**src/rtl/fetch_pkg.sv**
```systemverilog
// Purpose: shared widths, HALT opcode, fetch FSM states and first-HALT helper for the front end.
// Latency: n/a (types, constants and a pure function only).
// Backpressure: n/a.
package fetch_pkg;
    localparam int         FETCH_W = 4;
    localparam int         INSTR_W = 16;
    localparam int         PC_W    = 16;
    localparam int         GRP_W   = FETCH_W * INSTR_W;
    localparam logic [3:0] OP_HALT = 4'hF;

    typedef enum logic {
        FS_RUN    = 1'b0,
        FS_HALTED = 1'b1
    } fetch_state_t;

    // Slot 0 sits in the top 16 bits; the opcode is the top nibble of each slot.
    // Returns the lowest slot index below n holding HALT, or FETCH_W when there is none.
    function automatic logic [2:0] first_halt(input logic [GRP_W-1:0] instr_flat,
                                              input logic [2:0]       n);
        logic [2:0] idx;
        idx = 3'(FETCH_W);
        for (int i = FETCH_W - 1; i >= 0; i--) begin
            if ((3'(i) < n) && (instr_flat[(FETCH_W - i) * INSTR_W - 1 -: 4] == OP_HALT)) begin
                idx = 3'(i);
            end
        end
        return idx;
    endfunction
endpackage

```
**src/rtl/fetch_queue.sv**
```systemverilog
// Purpose: circular instruction/PC queue, up to 4 writes and 4 in-order reads per cycle, with flush.
// Latency: a write is visible at the read side the cycle after it is accepted (no bypass).
// Backpressure: writer must not exceed o_free; reads are clamped to the entries actually present.
module fetch_queue
    import fetch_pkg::*;
#(
    parameter int DEPTH = 16
) (
    input  logic                    clk,
    input  logic                    rst_n,
    input  logic                    i_flush,
    input  logic [2:0]              i_wr_cnt,
    input  logic [GRP_W-1:0]        i_wr_instr_flat,
    input  logic [GRP_W-1:0]        i_wr_pc_flat,
    input  logic [2:0]              i_rd_take,
    output logic [2:0]              o_rd_count,
    output logic [GRP_W-1:0]        o_rd_instr_flat,
    output logic [GRP_W-1:0]        o_rd_pc_flat,
    output logic [$clog2(DEPTH):0]  o_free
);
    localparam int AW = $clog2(DEPTH);

    logic [INSTR_W-1:0] r_instr_mem [DEPTH];
    logic [PC_W-1:0]    r_pc_mem    [DEPTH];
    logic [AW:0]        r_head;
    logic [AW:0]        r_tail;
    logic [AW:0]        w_occ;
    logic [2:0]         w_take;
    logic [AW-1:0]      w_wr_idx [FETCH_W];
    logic [AW-1:0]      w_rd_idx [FETCH_W];

    // Extra pointer MSB distinguishes full from empty, so occupancy is a plain difference.
    assign w_occ      = r_tail - r_head;
    assign o_free     = (AW + 1)'(DEPTH) - w_occ;
    assign o_rd_count = (w_occ >= (AW + 1)'(FETCH_W)) ? 3'(FETCH_W) : w_occ[2:0];
    assign w_take     = (i_rd_take > o_rd_count) ? o_rd_count : i_rd_take;

    // Per-slot storage indices, wrapping naturally at DEPTH.
    always_comb begin
        for (int i = 0; i < FETCH_W; i++) begin
            w_wr_idx[i] = r_tail[AW-1:0] + AW'(i);
            w_rd_idx[i] = r_head[AW-1:0] + AW'(i);
        end
    end

    // Present the oldest entries; slots beyond the valid count read as zero.
    always_comb begin
        o_rd_instr_flat = '0;
        o_rd_pc_flat    = '0;
        for (int i = 0; i < FETCH_W; i++) begin
            if (3'(i) < o_rd_count) begin
                o_rd_instr_flat[GRP_W - 1 - INSTR_W * i -: INSTR_W] = r_instr_mem[w_rd_idx[i]];
                o_rd_pc_flat[GRP_W - 1 - PC_W * i -: PC_W]          = r_pc_mem[w_rd_idx[i]];
            end
        end
    end

    // Storage write; data needs no reset because the pointers gate visibility.
    always_ff @(posedge clk) begin
        for (int i = 0; i < FETCH_W; i++) begin
            if (!i_flush && (3'(i) < i_wr_cnt)) begin
                r_instr_mem[w_wr_idx[i]] <= i_wr_instr_flat[GRP_W - 1 - INSTR_W * i -: INSTR_W];
                r_pc_mem[w_wr_idx[i]]    <= i_wr_pc_flat[GRP_W - 1 - PC_W * i -: PC_W];
            end
        end
    end

    // Pointer update; flush wins over this cycle's write and read.
    always_ff @(posedge clk or negedge rst_n) begin
        if (!rst_n) begin
            r_head <= '0;
            r_tail <= '0;
        end else if (i_flush) begin
            r_head <= '0;
            r_tail <= '0;
        end else begin
            r_tail <= r_tail + (AW + 1)'(i_wr_cnt);
            r_head <= r_head + (AW + 1)'(w_take);
        end
    end
endmodule

```
**src/rtl/fetch_sequencer.sv**
```systemverilog
// Purpose: front-end PC sequencer feeding a combinational icache into a DEPTH-entry queue; HALT stops fetch.
// Latency: fetched group enqueued at the clock edge, presented to dispatch the next cycle; redirect takes effect next cycle.
// Backpressure: fetch width = min(4, free) from registered pointers; full queue holds the PC group.
// Optional statistics counters are built when FETCH_SEQ_STATS_EN is defined.
module fetch_sequencer
    import fetch_pkg::*;
#(
    parameter int          DEPTH    = 16,
    parameter logic [15:0] RESET_PC = 16'h0000
) (
    input  logic        clk,
    input  logic        rst_n,
    input  logic        redirect_valid,
    input  logic [15:0] redirect_pc,
    output logic [63:0] pc_to_icache_flat,
    input  logic [63:0] instr_flat,
    output logic [2:0]  deq_count,
    output logic [63:0] deq_instr_flat,
    output logic [63:0] deq_pc_flat,
    input  logic [2:0]  deq_take,
    output logic [2:0]  num_fetch,
    output logic        halted
`ifdef FETCH_SEQ_STATS_EN
    ,
    output logic [31:0] stat_full_cycles,
    output logic [31:0] stat_redirects,
    output logic [31:0] stat_fetched
`endif
);
    localparam int AW = $clog2(DEPTH);

    fetch_state_t     r_state;
    fetch_state_t     w_state_nxt;
    logic [PC_W-1:0]  r_fetch_pc;
    logic [PC_W-1:0]  w_fetch_pc_nxt;
    logic [AW:0]      w_free;
    logic [2:0]       w_cap;
    logic [2:0]       w_halt_idx;
    logic             w_halt_hit;
    logic             w_run;
    logic [2:0]       w_n;
    logic [GRP_W-1:0] w_pc_group;

    // Four consecutive halfword PCs, 16-bit wrap.
    always_comb begin
        w_pc_group = '0;
        for (int i = 0; i < FETCH_W; i++) begin
            w_pc_group[GRP_W - 1 - PC_W * i -: PC_W] = r_fetch_pc + PC_W'(2 * i);
        end
    end

    assign pc_to_icache_flat = w_pc_group;
    assign w_cap      = (w_free >= (AW + 1)'(FETCH_W)) ? 3'(FETCH_W) : w_free[2:0];
    assign w_halt_idx = first_halt(instr_flat, w_cap);
    assign w_halt_hit = (w_halt_idx != 3'(FETCH_W));
    // Redirect discards this cycle's group; reset forces a quiet interface.
    assign w_run      = rst_n && !redirect_valid && (r_state == FS_RUN);
    assign w_n        = w_run ? (w_halt_hit ? (w_halt_idx + 3'd1) : w_cap) : 3'd0;
    assign num_fetch  = w_n;
    assign halted     = (r_state == FS_HALTED);

    // FSM and fetch PC state register.
    always_ff @(posedge clk or negedge rst_n) begin
        if (!rst_n) begin
            r_state    <= FS_RUN;
            r_fetch_pc <= RESET_PC;
        end else begin
            r_state    <= w_state_nxt;
            r_fetch_pc <= w_fetch_pc_nxt;
        end
    end

    // Next state: redirect has top priority from any state; HALT stops fetch after it is enqueued.
    always_comb begin
        w_state_nxt    = r_state;
        w_fetch_pc_nxt = r_fetch_pc;
        if (redirect_valid) begin
            w_state_nxt    = FS_RUN;
            w_fetch_pc_nxt = redirect_pc;
        end else if (r_state == FS_RUN) begin
            w_fetch_pc_nxt = r_fetch_pc + PC_W'({w_n, 1'b0});
            if (w_halt_hit) begin
                w_state_nxt = FS_HALTED;
            end
        end
    end

    fetch_queue #(
        .DEPTH (DEPTH)
    ) u_queue (
        .clk             (clk),
        .rst_n           (rst_n),
        .i_flush         (redirect_valid),
        .i_wr_cnt        (w_n),
        .i_wr_instr_flat (instr_flat),
        .i_wr_pc_flat    (w_pc_group),
        .i_rd_take       (deq_take),
        .o_rd_count      (deq_count),
        .o_rd_instr_flat (deq_instr_flat),
        .o_rd_pc_flat    (deq_pc_flat),
        .o_free          (w_free)
    );

`ifdef FETCH_SEQ_STATS_EN
    logic [31:0] r_stat_full;
    logic [31:0] r_stat_redir;
    logic [31:0] r_stat_fetched;
    logic [32:0] w_fetched_sum;

    assign w_fetched_sum    = {1'b0, r_stat_fetched} + 33'(w_n);
    assign stat_full_cycles = r_stat_full;
    assign stat_redirects   = r_stat_redir;
    assign stat_fetched     = r_stat_fetched;

    // Saturating event counters, cleared only by reset.
    always_ff @(posedge clk or negedge rst_n) begin
        if (!rst_n) begin
            r_stat_full    <= '0;
            r_stat_redir   <= '0;
            r_stat_fetched <= '0;
        end else begin
            if (w_run && (w_n == 3'd0) && (r_stat_full != '1)) begin
                r_stat_full <= r_stat_full + 32'd1;
            end
            if (redirect_valid && (r_stat_redir != '1)) begin
                r_stat_redir <= r_stat_redir + 32'd1;
            end
            r_stat_fetched <= w_fetched_sum[32] ? '1 : w_fetched_sum[31:0];
        end
    end
`endif
endmodule

```
**config.mk**
```make
export PLATFORM = sky130hd
export DESIGN_NAME = fetch_sequencer
export DESIGN_NICKNAME = d
export VERILOG_FILES = /design/src/rtl/fetch_pkg.sv /design/src/rtl/fetch_queue.sv /design/src/rtl/fetch_sequencer.sv
export SDC_FILE = /design/constraint.sdc
export NUM_CORES = 2
export LEC_CHECK = 0
export BUFFER_PORTS_ARGS = -buffer_cell sky130_fd_sc_hd__buf_2
export CAP_MARGIN = 10
export CORE_MARGIN = 10
export CORE_UTILIZATION = 30
export CTS_BUF_LIST = sky130_fd_sc_hd__clkbuf_4 sky130_fd_sc_hd__clkbuf_8 sky130_fd_sc_hd__clkbuf_16
export DETAILED_ROUTE_END_ITERATION = 8
export MAX_ROUTING_LAYER = met4
export PLACE_DENSITY = 0.57
export SLEW_MARGIN = 20
export SYNTH_ARGS = -nofsm -noshare
export SYNTH_HDL_FRONTEND = slang
export SYNTH_SLANG_ARGS = --single-unit
export TNS_END_PERCENT = 100
```
**constraint.sdc**
```tcl
create_clock -name clk -period 11 [get_ports clk]
set_input_delay 2.2 -clock clk [delete_from_list [all_inputs] [get_ports clk]]
set_output_delay 2.2 -clock clk [all_outputs]
set_load 0.05 [all_outputs]
```
After elaboration in Yosys (flattened, before gate mapping)
Memories as Yosys holds them, arrays and structs flattened. Cells that the tools add are included.

Register bits: 27. RAM bits: 512. Input bits: 86. Output and inout port bits: 199. Logic and storage cells: 86. Memories kept: 2.

$add $sub $neg: 15. Magnitude comparators: 15. Equality and inequality tests: 6. Multiplexer cells: 32. Bitwise logic cells: 1. Reduce and logical (&&, ||, !) cells: 11.

Memories: u_queue.r_instr_mem (depth 16, bits a word 16, rd ports 4, clocked after Yosys merged registers in 0, wr ports 4, RTL line fetch_queue.sv:23) `logic [INSTR_W-1:0] r_instr_mem [DEPTH];`; u_queue.r_pc_mem (depth 16, bits a word 16, rd ports 4, clocked after Yosys merged registers in 0, wr ports 4, RTL line fetch_queue.sv:24) `logic [PC_W-1:0] r_pc_mem [DEPTH];`.

Operators by type and width (count): 2-to-1 mux 16 bit (10); adder 16 x 3 -> 16 bit, second input constant (2); 2-to-1 mux 3 bit (9); < comparator 1 x 3 -> 1 bit, first input constant (6); < comparator 2 x 3 -> 1 bit, first input constant (6); adder 16 x 2 -> 16 bit, second input constant (1); adder 16 x 4 -> 16 bit (1); adder 4 x 2 -> 4 bit, second input constant (4); equality test 4 bit, second input constant (4); 2-to-1 mux 1 bit (11); adder 5 x 3 -> 5 bit (2); greater-or-equal comparator 5 x 3 -> 1 bit, second input constant (2); logical AND 1 bit (10); 2-to-1 mux 5 bit (2); adder 4 x 1 -> 4 bit, second input constant (2); subtractor 5 bit (1); subtractor 5 bit, first input constant (1); adder 3 x 1 -> 3 bit, second input constant (1); greater-than comparator 3 bit (1); != test 3 bit, second input constant (1); != test 2 bit, second input constant (1); logical NOT 1 bit (1); NOT 1 bit (1).

Logic depth before layout (Yosys ltp)
Depth after elaboration: 17. Depth in mapped cells: 26. Mapped depth without buffers: 23.

Modules after synthesis
Synthesis repeated with hierarchy kept, for this count alone.

Cells, all modules: 4525. Area total of the unflattened synthesis: 49969.2 µm².

Modules (own cells, without submodules): fetch_queue (times used 1, cells each 4281, area each 48063.6 µm², sequential area each 15625.0 µm²); fetch_sequencer (times used 1, cells each 244, area each 1905.6 µm², sequential area each 425.4 µm²).

Least setup slack after synthesis
No wires, ideal clock.

Path kind: register to register. Start: register u_queue.r_head[1]. End: memory u_queue.r_instr_mem[4][0], enable pin. Library setup time: 0.470 ns. Arrival: 7.930 ns. Data required time: 10.530 ns. Setup slack: 2.600 ns. Stages on the path, launching flop included: 24. Path buffers: 8. Period minus slack after synthesis: 8.400 ns. Cell sequence: dfrtp_1 -> clkbuf_1 -> buf_1 -> clkbuf_1 -> inv_1 -> fa_1 -> inv_1 -> ha_1 -> nand3_1 -> nor3_1 -> a22o_2 -> a22o_1 -> buf_4 -> clkbuf_1 -> nand2_1 -> ha_1 -> clkbuf_1 -> nor3b_1 -> a31oi_2 -> buf_2 -> o211ai_1 -> o21a_1 -> buf_2 -> o31ai_1.

RTL lines: from (decl) (RTL line fetch_queue.sv:25) `logic [AW:0] r_head;`; from (signal assigned) (RTL line fetch_queue.sv:78) `r_head <= r_head + (AW + 1)'(w_take);`; to (decl) (RTL line fetch_queue.sv:23).

Worst setup path after layout
Start: register u_queue.r_head[0]. End: output port num_fetch[2].

Cells in the longest elaborated chain, start to end: 13. Elaborated cells on any way between the ends: 20. Those cells by class: add/sub: 3; order compare: 5; eq/ne: 1; mux: 7; reduce/logical: 4.

RTL lines: subtractor 5 bit (*) (RTL line fetch_queue.sv:33) `assign w_occ = r_tail - r_head;`; subtractor 5 bit (*) (RTL line fetch_queue.sv:34) `assign o_free = (AW + 1)'(DEPTH) - w_occ;`; greater-or-equal comparator 5 x 3 -> 1 bit (RTL line fetch_sequencer.sv:53) `assign w_cap = (w_free >= (AW + 1)'(FETCH_W)) ? 3'(FETCH_W) : w_free[2:0];`; 2-to-1 mux 3 bit (*) (RTL line fetch_sequencer.sv:53); < comparator 2 x 3 -> 1 bit (RTL line fetch_pkg.sv:23) `if ((3'(i) < n) && (instr_flat[(FETCH_W - i) * INSTR_W - 1 -: 4] == OP_HALT)) begin`; logical AND 1 bit (RTL line fetch_pkg.sv:23); 2-to-1 mux 3 bit (4 in a row) (RTL line fetch_pkg.sv:23); adder 3 x 1 -> 3 bit / != test 3 bit (equally long branches) (RTL line fetch_sequencer.sv:58, fetch_sequencer.sv:55); 2-to-1 mux 3 bit (*) (2 in a row) (RTL line fetch_sequencer.sv:58) `assign w_n = w_run ? (w_halt_hit ? (w_halt_idx + 3'd1) : w_cap) : 3'd0;`; to (decl) (RTL line fetch_sequencer.sv:21) `output logic [2:0] num_fetch,`.

Every way passes the cells marked *; elsewhere a longest branch is shown, timed or not.

==> impl_metrics.yaml <==
status:
  status: "finished, final reports clean"
final_layout:
  drive_above_1_share_pct: 30.71
  seqCellArea_sq_um: 16060
  fin_cells: 6551
  final_util_pct: 33.97
  layout.nets: 4378
  areaGrowthSynthToFinish_pct: 12.61
  nFillCells: 16330
  multi_input_area_sq_um: 31830
sta:
  worst_slew_pin_slew_ns: 1.258
  hold_viol: 0
  finalCriticalPeriod_ns: 8.683
  fin_setup_tns_ns: 0
  setup_slack_ns: 2.317
  finalSetupViolations: 0
  fmax_mhz: 115.2
  post-route-period-util_pct: 78.94
  drv_slew: 0
  rsz0062_at_grt: "no"
  skew_ns: 0.02696
  relSlewSlack_pct: 15.76
floorplanning:
  initial_core_util_pct: 30.17
  die_x_microns: 427.3
  die_h_microns: 427.3
  core_sq_um: 165000
  die-area_sq_um: 182600
  ios: 285
  num_rows: 149
synthesis:
  synth_seq_cells: 539
  netlist_instances: 4305
  yosysTopAreaCell: "edfxtp_1"
  ys_types: 91
  syn-num-nets: 4423
  ys_top_cells_by_area: "edfxtp_1 (31%), mux4_2 (28%), mux2i_1 (6.2%), a22oi_1 (4.7%), xnor2_1 (4.0%)"
  synth_top_cell_area_share_pct: 30.89
  seq_area_frac_synth_pct: 32.24
  async_reset_ff_share_pct: 5.009
  synth-edff-count: 512
  synth_ff_type: "edfxtp_1"
  syn-mean-instance-area_sq_um: 11.56
  synth_area_sq_um: 49780
  ys_warn_count: 0
min_path:
  hp-class: "reg2reg"
drt:
  vias: 45900
  drt_wl_total_microns: 253700
  ant_nets: 0
  wl_per_cell_microns: 38.73
  drt-initial-drc-count: 8431
  route.detailed.drc: 0
  drt_pass1_iterations: 6
  vias_per_cell: 7.007
pwr:
  power_density_nw_per_um2: 308.6
  peakVddDrop_mv: 0.6010
  finalPower_mw: 17.30
  p_leak_nw: 16.22
worst_setup_path:
  rrSetupSlack_ns: 2.46
  start_kind: "flip-flop"
  worstPathMaxFanout: 38
  end_kind: "primary output"
  cp.arrival_ns: 6.48
  worstSetupPathType: "reg2out"
  required_ns: 8.80
global_routing:
  antenna_found_initial: 49
  grt_overflow_total: 0
  grt_max_degree: 169
  grt_pass1_wl_microns: 349800
  grt_pass1_vias: 43630
  grt_usage_pct: 27.55
clock_tree:
  cts_root_buf: "clkbuf_16"
  cts_num_sinks: 539
  cts_setup_buffers: 0
  clockBufferDepth: 3
  hold_buffers: 0
  cts_tree: "built"
  cts_buffers: 66
  cts_htree_levels: 3
  clkSlewWorstSetupHoldPaths_ns: 0.06
  cts_resized: 0
  clock_latency_ns: 0.69
place:
  port_buffers: 284
  finalWeightedCongestion: 1.026
  dp_slack_ns: 2.539
  place_hpwl_microns: 166700
  dp.cells: 6378
job:
  max-cap-violations: 0
[cells in the final DEF (no fill, tap or decap), types with 17 or more instances in the layout]
| cell type | Yosys | routed |
|---|---|---|
| o211ai_1 | 23 | 23 |
| or3_1 | 17 | 17 |
| clkbuf_4 | 0 | 20 |
| mux2i_1 | 308 | 308 |
| nor2_1 | 93 | 89 |
| inv_1 | 36 | 36 |
| a211oi_1 | 80 | 77 |
| a22oi_1 | 309 | 309 |
| nor2b_1 | 136 | 136 |
| o21ai_0 | 318 | 316 |
| a21oi_1 | 353 | 350 |
| clkbuf_16 | 0 | 67 |
| nand2_1 | 102 | 97 |
| diode_2 | 0 | 51 |
| nor3_1 | 47 | 43 |
| dfrtp_1 | 27 | 23 |
| mux4_2 | 608 | 608 |
| o221ai_1 | 21 | 17 |
| buf_2 | 93 | 284 |
| nand4_1 | 27 | 27 |
| xnor2_1 | 229 | 216 |
| ha_1 | 28 | 26 |
| o22ai_1 | 159 | 159 |
| buf_4 | 23 | 190 |
| nand3_1 | 36 | 36 |
| edfxtp_1 | 512 | 512 |
[worst max-delay path: stages (launching register included)]
cell	delay, ns
dfrtp_4	0.87
ha_1	0.29
inv_1	0.06
fa_1	0.72
inv_1	0.14
ha_1	0.25
mux2i_1	0.37
a22o_2	0.30
a22o_1	0.16
buf_4	0.33
nand2_1	0.13
inv_1	0.08
ha_1	0.76
nor2_1	0.08
o21ai_1	0.40
nor3_2	0.08
nor2_1	0.36
inv_1	0.15
buf_2	0.25
[cells in the mapped netlist (9+ instances only)]
cell type	number
nor3_1	47
xor2_1	23
nand4_1	27
a21oi_1	353
nand2_1	102
a2111oi_0	9
nor4_1	16
o21ai_1	10
a31oi_1	10
buf_4	23
o211ai_1	23
nand3_1	36
or4_1	12
edfxtp_1	512
o31ai_1	19
buf_2	93
o221ai_1	21
or3_1	17
buf_1	102
a211oi_1	80
ha_1	28
inv_1	36
o21ai_0	318
o22ai_1	159
nor2b_1	136
mux4_2	608
a22oi_1	309
mux2i_1	308
xnor2_1	229
nor2_1	93
clkbuf_1	373
dfrtp_1	27
[layout make-up]
class,instances,area share [%]
inverters,40,0.2746
multi-input cells,3129,56.78
diodes,51,0.2277
flip-flops and latches,539,28.65
well taps,2189,4.886
repair buffers,484,5.386
clock inverters,32,0.5223
clock buffers,87,3.270
[final timing paths]
kind,start,to,cells after the start
setup / recovery,u_queue.r_head[0],num_fetch[2],18
setup reg to reg,u_queue.r_head[0],u_queue.r_instr_mem[11][11],19
hold / removal,r_fetch_pc[0],r_fetch_pc[0],1
min in group asynchronous,rst_n,u_queue.r_head[3],1
hold reg to reg,r_fetch_pc[0],r_fetch_pc[0],1
max in group asynchronous,rst_n,u_queue.r_head[1],1
[cells by family (layout without fill, tap and decap cells)]
group / after synthesis / in the layout / synth area share [%]
buffers and inverters: 637 / 643 / 5.276
other: 0 / 51 / 0
adder cells (fa/ha/maj): 33 / 33 / 0.8848
AND/OR/NAND/NOR: 529 / 529 / 5.646
AO/OA/AOI/OAI: 1395 / 1395 / 17.72
multiplexers: 920 / 920 / 33.79
XOR/XNOR: 252 / 252 / 4.434
flip-flops: 539 / 539 / 32.24
[flip-flops by register name, summed over array words and instances (netlist names)]
register	flops
u_queue.r_head	5
r_fetch_pc	16
u_queue.r_tail	5
halted	1
u_queue.r_pc_mem	256
u_queue.r_instr_mem	256
[power by group]
group	total, mW	switching, mW	internal (mW)
clock network	2.27	0.996	1.28
registers	2.91	0.313	2.60
logic	12.1	8.07	4.04
[through the flow]
step           area (sq um)  hold WS (ns)
2_1_floorplan         49780        0.5238
3_3_place_gp          53630        0.4956
3_5_place_dp          53700        0.5367
4_1_cts               55820        0.5536
5_1_grt               56030        0.5799
6_report              56050        0.5414
[layer usage]
metal  wire length (microns)  vias to the layer above  part of all wire (%)  GRT usage (%)
met2                  109100                     4566                    43          39.20
met3                   35850                     1090                    14          9.683
li1                        -                    17510                     -              -
met5                       0                        -                     0              -
met1                   86330                    22740                    34          31.97
met4                   22420                        0                   8.8          20.26
Power figures use the tool's default switching activity.
